**src/rtl/serial_sub_ctrl.sv**
```systemverilog
`timescale 1ns/1ps
// ----------------------------------------------------------------------------
// serial_sub_ctrl
//
// Bit-serial subtract sequencer. A single 1-bit full-subtractor cell is
// reused once per clock, walking LSB-first across a WIDTH-bit operand
// pair. It computes diff = a - b (modulo 2^WIDTH) and the final borrow.
// This gives a multi-bit subtract that needs only one cell of arithmetic,
// at the cost of WIDTH cycles of latency.
//
// Handshake:
//   - Operands are accepted on a clock edge where in_valid=1 and
//     in_ready=1. in_ready is high only in IDLE.
//   - The result is presented with out_valid=1 in DONE. It is released
//     on an edge where out_ready=1.
//
// Latency and throughput:
//   - out_valid rises exactly WIDTH edges after the accepting edge.
//   - The block produces at most one result every WIDTH+2 cycles.
//
// Parameters:
//   WIDTH      operand and result width in bits, legal range 2..32
//
// Ports:
//   clk        rising-edge clock
//   rst_n      asynchronous active-low reset
//   in_valid   an operand pair is presented on a/b
//   in_ready   the block can accept operands (IDLE only)
//   a          minuend
//   b          subtrahend
//   out_valid  diff/bow hold a completed result (DONE)
//   out_ready  the consumer accepts the result
//   diff       a - b modulo 2^WIDTH; held until the next result completes
//   bow        final borrow, 1 when a < b (unsigned)
//   busy       high while the serial subtract is running
//   ovf        signed two's-complement overflow of a - b.
//              This port exists only when SERIAL_SUB_OVF_EN is defined.
//
// Build option:
//   SERIAL_SUB_OVF_EN  adds the ovf output and its register.
// ----------------------------------------------------------------------------
module serial_sub_ctrl #(
   parameter int WIDTH = 8
) (
   input  logic             clk,
   input  logic             rst_n,
   input  logic             in_valid,
   output logic             in_ready,
   input  logic [WIDTH-1:0] a,
   input  logic [WIDTH-1:0] b,
   output logic             out_valid,
   input  logic             out_ready,
   output logic [WIDTH-1:0] diff,
   output logic             bow,
   output logic             busy
`ifdef SERIAL_SUB_OVF_EN
   ,
   output logic             ovf
`endif
);

   // Bit-counter width. The counter only ever holds 0..WIDTH-1. It is
   // cleared on the last RUN edge, so it never wraps.
   localparam int            CW   = (WIDTH > 1) ? $clog2(WIDTH) : 1;
   localparam logic [CW-1:0] LAST = CW'(WIDTH - 1);

   typedef enum logic [1:0] {
      IDLE = 2'd0,
      RUN  = 2'd1,
      DONE = 2'd2
   } state_t;

   state_t           state;
   state_t           state_nxt;

   // Operand shift registers. Each one shifts right, so bit 0 always
   // holds the bit that the subtractor cell is working on.
   logic [WIDTH-1:0] sh_a;
   logic [WIDTH-1:0] sh_b;

   // Partial result. Each difference bit enters from the MSB side, so
   // after WIDTH shifts bit i of the result is at position i.
   logic [WIDTH-1:0] res;

   logic             br;       // borrow carried between bit positions
   logic [CW-1:0]    cnt;      // index of the bit being processed

   logic             d_bit;    // difference bit from the cell
   logic             br_nxt;   // borrow out of the cell
   logic             last_bit; // this RUN edge processes the MSB

   // ------------------------------------------------------------------
   // The one full-subtractor cell.
   // ------------------------------------------------------------------
   always_comb begin
      d_bit    = sh_a[0] ^ sh_b[0] ^ br;
      br_nxt   = (~sh_a[0] & sh_b[0]) | (~(sh_a[0] ^ sh_b[0]) & br);
      last_bit = (cnt == LAST);
   end

   // ------------------------------------------------------------------
   // FSM state register.
   // ------------------------------------------------------------------
   // NOTE: state registers use non-blocking assignments. All flops then
   //       sample their pre-edge values, whatever order the simulator
   //       evaluates the processes in.
   always_ff @(posedge clk or negedge rst_n) begin
      if (!rst_n) begin
         state <= IDLE;
      end else begin
         state <= state_nxt;
      end
   end

   // ------------------------------------------------------------------
   // Next-state logic and output decode. The handshake outputs depend
   // only on the registered state, so they are free of glitches from
   // the input side.
   // ------------------------------------------------------------------
   // NOTE: every output of this block gets a default first. Then no
   //       path leaves a signal unassigned, and no latch is inferred.
   always_comb begin
      state_nxt = state;
      in_ready  = 1'b0;
      out_valid = 1'b0;
      busy      = 1'b0;
      case (state)
         IDLE: begin
            in_ready = 1'b1;
            if (in_valid) begin
               state_nxt = RUN;
            end
         end
         RUN: begin
            busy = 1'b1;
            if (last_bit) begin
               state_nxt = DONE;
            end
         end
         DONE: begin
            out_valid = 1'b1;
            if (out_ready) begin
               state_nxt = IDLE;
            end
         end
         default: begin
            state_nxt = IDLE;
         end
      endcase
   end

   // ------------------------------------------------------------------
   // Serial datapath.
   //   - diff and bow are written only on the last RUN edge. They
   //     therefore keep the previous result through IDLE and the next
   //     RUN.
   //   - A reset in the middle of a run discards the partial result.
   // ------------------------------------------------------------------
   // NOTE: every datapath register is reset, including the shift
   //       registers. This guarantees that no X reaches diff/bow after
   //       reset, whatever is driven on a/b.
   always_ff @(posedge clk or negedge rst_n) begin
      if (!rst_n) begin
         sh_a <= '0;
         sh_b <= '0;
         res  <= '0;
         br   <= 1'b0;
         cnt  <= '0;
         diff <= '0;
         bow  <= 1'b0;
`ifdef SERIAL_SUB_OVF_EN
         ovf  <= 1'b0;
`endif
      end else begin
         case (state)
            IDLE: begin
               if (in_valid) begin
                  sh_a <= a;
                  sh_b <= b;
                  res  <= '0;
                  br   <= 1'b0;
                  cnt  <= '0;
               end
            end
            RUN: begin
               sh_a <= sh_a >> 1;
               sh_b <= sh_b >> 1;
               br   <= br_nxt;
               res  <= {d_bit, res[WIDTH-1:1]};
               if (last_bit) begin
                  cnt  <= '0;
                  diff <= {d_bit, res[WIDTH-1:1]};
                  bow  <= br_nxt;
`ifdef SERIAL_SUB_OVF_EN
                  // On this edge bit 0 of each shift register holds the
                  // operand sign bit, and d_bit is the result sign bit.
                  // Overflow means the operand signs differ and the result
                  // sign differs from the minuend sign.
                  ovf  <= (sh_a[0] ^ sh_b[0]) & (d_bit ^ sh_a[0]);
`endif
               end else begin
                  cnt <= cnt + CW'(1);
               end
            end
            default: begin
            end
         endcase
      end
   end

endmodule

```
**config.mk**
```make
export PLATFORM = sky130hd
export DESIGN_NAME = serial_sub_ctrl
export DESIGN_NICKNAME = d
export VERILOG_FILES = /design/src/rtl/serial_sub_ctrl.sv
export SDC_FILE = /design/constraint.sdc
export NUM_CORES = 1
export LEC_CHECK = 0
export CAP_MARGIN = 20
export CORE_ASPECT_RATIO = 1.2
export CORE_UTILIZATION = 30
export CTS_BUF_LIST = sky130_fd_sc_hd__clkbuf_4 sky130_fd_sc_hd__clkbuf_8
export DETAILED_ROUTE_END_ITERATION = 16
export PLACE_DENSITY = 0.5
export SKIP_LAST_GASP = 1
export SLEW_MARGIN = 20
export SYNTH_ARGS = -nofsm -noshare
export SYNTH_HDL_FRONTEND = slang
export SYNTH_SLANG_ARGS = --single-unit
```
**constraint.sdc**
```tcl
create_clock -name clk -period 2 [get_ports clk]
set_clock_uncertainty 0.15 [all_clocks]
set_input_delay 0.2 -clock clk [delete_from_list [all_inputs] [get_ports clk]]
set_output_delay 0.2 -clock clk [all_outputs]
set_load 0.01 [all_outputs]
```
## Word level (Yosys, flattened, before mapping)

Cells that the tools add are included.

| cells by class | value |
|---|---|
| eq/ne operators | 6 |
| reduce and logical (&&, ||, !) cells | 5 |
| add/sub/neg operators | 1 |
| bitwise logic cells | 7 |
| muxes and demuxes | 18 |

Operators by type and width:

| operator | number |
|---|---|
| $pmux W8 S2 | 3 |
| $mux W8 | 3 |
| $mux W2 | 3 |
| $mux W3 | 2 |
| $ne A2 B2 Y1 const B | 3 |
| $pmux W2 S3 | 1 |
| $pmux W3 S2 | 1 |
| $mux W1 | 4 |
| $reduce_and A2 Y1 | 2 |
| $add A3 B1 Y3 const B | 1 |
| $eq A3 B3 Y1 const B | 1 |
| $reduce_and A3 Y1 | 1 |
| $and A1 B1 Y1 | 2 |
| $eq A2 B1 Y1 const B | 1 |
| $eq A2 B2 Y1 const B | 1 |
| $logic_not A2 Y1 | 1 |
| $not A1 Y1 | 2 |
| $pmux W1 S2 | 1 |
| $reduce_bool A2 Y1 | 1 |
| $xor A1 B1 Y1 | 2 |
| $or A1 B1 Y1 | 1 |

| word-level totals | value |
|---|---|
| output and inout port bits | 12 |
| flip-flop bits (word level) | 39 |
| bits of input ports | 20 |

## Logic depth before layout (Yosys ltp)

| depth | value |
|---|---|
| word-level depth | 5 |
| mapped depth | 6 |

## Worst setup path after synthesis

No wires, ideal clock.

| timing | value |
|---|---|
| kind | register to register |
| start | reg cnt[0] |
| end | reg diff[0] |
| data arrival time | 1.314 ns |
| setup time | 0.125 ns |
| cell stages (with the launch flop) | 6 |
| period minus slack after synthesis | 1.589 ns |
| buffers on the path | 1 |
| slack | 0.411 ns |
| cell sequence | dfrtp_1 > ha_1 > ha_1 > nand3b_4 > buf_6 > mux2_4 |

| between the ends | value |
|---|---|
| longest elaborated chain between the ends | 2 |

Ends and longest elaborated chain:

| what | RTL line | text |
|---|---|---|
| from (decl) | 86 | `logic [CW-1:0] cnt;` |
| from (signal assigned) | 202 | `cnt <= cnt + CW'(1);` |
| $eq A3 B3 Y1 | 98 | `last_bit = (cnt == LAST);` |
| $reduce_and A2 Y1 (no source line) | - |  |
| to (signal assigned) | 192 | `diff <= {d_bit, res[WIDTH-1:1]};` |
| to (decl) | 53 | `output logic [WIDTH-1:0] diff,` |

Every way passes these cells.
A chain may end at the register's enable or synchronous reset.

## Worst setup path after layout

| timing | value |
|---|---|
| start | reg state[0] |
| end | out in_ready |

| between the ends | value |
|---|---|
| longest elaborated chain between the ends | 2 |

Ends and longest elaborated chain:

| what | RTL line | text |
|---|---|---|
| from (decl) | 73 | `state_t state;` |
| from (signal assigned) | 111 | `state <= state_nxt;` |
| $logic_not A2 Y1 | 127 | `case (state)` |
| $mux W1 | 127 |  |
| to (decl) | 48 | `output logic in_ready,` |

Every way passes these cells.

==> reports/metrics.csv <==
stage,metric,value,unit
yosys,area share of the largest cell type after synthesis,57.2,%
floorplan,Die H,83.5,um
sta,Tmin final,1870,ps
global_route,vias in the first global route,1205,
sta,f_max,0.534,GHz
yosys,mapped cell area,1660,um2
flow_run,max cap viols,0,
route,wire per inst,15.1,um
floorplan,Die ar.,5840,um2
route,DR vias/cell,5.02,
setup_path,r2r setup slk,310,ps
yosys,Synth Area in XOR/XNOR,0,%
power_and_ir_drop,Gate power share,40.3,%
placement,Port Buffer Count,31,
yosys,Synth Area in Adders,2.71,%
power_and_ir_drop,power share of the sequential group,42.4,%
power_and_ir_drop,Cell Pwr Density,1480,nW/um2
setup_path,CP max stage delay,570,ps
yosys,Post-Syn Area per Cell,13.0,um2
sta,Final Max Slew Viols,0,
power_and_ir_drop,Pleak,0.948,nW
global_route,largest net degree at the start of global routing,39,
yosys,Synth Warn #,0,
sta,Rel. slew slack,47.3,%
sta,actual slew at the worst max-slew pin,789,ps
power_and_ir_drop,Int Power,2.13,mW
route,Routed WL,3.47,mm
setup_path,worst path cell trace,"nor2_1, clkdlybuf4s50_1",
global_route,total congestion overflow,0,
final_layout,ratio of cells with drive above 1 in the final layout,20.8,%
sta,final setup vio count,0,
final_layout,antenna cells,0,
sta,unrepaired setup endpoints after global routing,false,
sta,final hold slack,187,ps
setup_path,Worst Setup Start Kind,flip-flop,
clock_network,post-CTS setup buffer count,0,
yosys,post-synthesis mux area share,7.00,%
clock_network,clock slew at reported path FFs,70,ps
run_status,outcome,completed,
floorplan,Core ar.,5300,um2
final_layout,# fillers,511,
route,via count,1154,
sta,Fin Setup TNS,0,ps
route,drt drc,0,
global_route,gr usage total,13.1,%
floorplan,initial core utilization,31.4,%
sta,final hold viol count,0,
clock_network,worst-skew pair later-pin latency,290,ps
power_and_ir_drop,Power Total,3.18,mW
yosys,largest family of logic cells by synthesized area,compound AO/OA/AOI/OAI gates,
power_and_ir_drop,maximum vdd drop,0.000457,V
floorplan,# rows,29,
placement,Area after DPL,2050,um2
sta,Final Worst Setup Slack,126,ps
final_layout,most frequent cells in the layout,"dfrtp_1, clkdlybuf4s50_1, o22ai_1, a22o_1, buf_4",
placement,RD Place Congestion,0.736,
yosys,cell count after synthesis,128,
setup_path,Crit-path slowest cell,clkdlybuf4s50_1,
floorplan,Die Width,69.9,um
final_layout,Nets,190,
global_route,first-pass GRT wire length,5.98,mm
clock_network,CTS Sinks,38,
yosys,Synth Area in Compound Gates,20.9,%
route,DR iter-0 viols,62,
setup_path,crit path kind,flip-flop to output pin,
hold_path,HP Class,input pin to async pin,
clock_network,Clock Tree Buf Depth,2,
final_layout,post-route insts no fill,230,
floorplan,num ports,32,
yosys,"Seq/Total Area, Yosys",57.2,%
setup_path,crit-path max FO,8,
yosys,Post-synth EDFFs,0,
final_layout,Area Overhead vs Synth,29.1,%
yosys,Post-synth ARST share,100,%
power_and_ir_drop,Sw Pwr,1.05,mW
placement,Placed Cells,222,
clock_network,CTS root buf,clkbuf_8,
clock_network,TritonCTS Buffers,5,
yosys,ys flop type,dfrtp_1,
setup_path,Setup crit end kind,output pin,
placement,Post-DP HPWL,2.43,mm
yosys,"top cells by area, synth","dfrtp_1, o22ai_1, mux2_4, a22o_1, buf_6",
setup_path,CP bufs+invs,1,
final_layout,"most common cell after layout, fill and taps aside",dfrtp_1,
power_and_ir_drop,power share of the clock group,17.3,%
placement,pre-CTS setup slack,216,ps
yosys,Post-Synth Simple-Gate Area,7.45,%
yosys,Yosys cell types,27,
yosys,Syn Nets,151,
final_layout,Final Cell Area,2150,um2
sta,"Period Utilization, post-route",93.7,%
yosys,post-synth top area cell,dfrtp_1,
power_and_ir_drop,Net Sw Frac,33.0,%
yosys,number of synthesized register bits,38,
route,Post-DRT Antenna Nets,0,
clock_network,H-tree Lvls,2,
clock_network,CTS tree,done,
final_layout,"Core Util, Final",40.5,%
route,DRT Pass-1 Iters,4,
global_route,initial antenna violation count,0,
setup_path,Worst EP required,1650,ps
setup_path,crit path DAT,1520,ps
setup_path,Top delay family on crit path,buffers and inverters,
-- what timing repair did --
item	in CTS	in global routing
hold buffers	0	0
setup endpoints to repair	0	2
resized for setup	0	1
-- power by group through the flow --
stage / sequential [mW] / combinational, mW / clock, mW
global route: 1.40 / 1.41 / 0.619
global placement: 1.35 / 1.26 / 0
detailed placement: 1.36 / 1.29 / 0
finish: 1.35 / 1.28 / 0.551
CTS: 1.35 / 1.30 / 0.576
floorplan: 1.32 / 0.857 / 0
-- state kept, by name (all words and copies together) (netlist names) --
signal	count
diff	8
sh_a	8
sh_b	8
res	7
cnt	3
state	2
bow	1
br	1
-- area by class of cell --
class	count	area (um2)	area share [%]
clock buffers	7	90.1	4.20
multi-input cells	78	632	29.4
repair buffers	39	370	17.3
flip-flops and latches	38	952	44.4
inverters	5	18.8	0.875
clock inverters	1	5.00	0.233
well taps	62	77.6	3.62
-- worst reg2reg max path, delay by kind of cell, from the launching register on --
| kind | cells | cell delay [ps] |
|---|---|---|
| fa+ha+maj | 2 | 450 |
| flops | 1 | 410 |
| simple gates | 1 | 210 |
| mux | 1 | 360 |
-- synthesized netlist by cell type (all sizes together) (2+ instances only) --
cell	number
dfrtp	38
a2bb2oi	3
o22ai	17
nor2	4
buf	7
inv	5
a21oi	7
mux2	8
o221a	4
a22o	9
o31ai	2
ha	2
o21ai	5
nand3b	5
nand2b	4
nand2	4
-- path summary, 6_finish.rpt --
| kind | startpoint | end | depth (start not counted) |
|---|---|---|---|
| worst min register to register | bow$_DFFE_PN0P_ | bow$_DFFE_PN0P_ | 2 |
| worst max register to register | cnt[0]$_DFFE_PN0P_ | diff[3]$_DFFE_PN0P_ | 4 |
| worst max-delay path | state[0]$_DFFE_PN0P_ | in_ready | 2 |
| worst min-delay path | rst_n | diff[1]$_DFFE_PN0P_ | 2 |
| max in group asynchronous | rst_n | state[0]$_DFFE_PN0P_ | 2 |
| min in group clk | a[7] | sh_a[7]$_DFFE_PN0P_ | 3 |
-- cell families after synthesis --
logic type,count (synthesis)
AOI/OAI and AO/OA,49
DFF,38
and+or+nand+nor,18
buffers and inverters,12
muxes,8
adders and majority gates,3
-- per-layer routing --
layer | vias to the layer above | routed length [um] | GRT usage, %
li1 | 563 | - | -
met1 | 555 | 1680 | 17.8
met2 | 34 | 1610 | 19.9
met3 | 2 | 167 | 4.47
met4 | 0 | 13 | 3.82
met5 | - | 0 | 0
(Power assumes the default switching activity.)
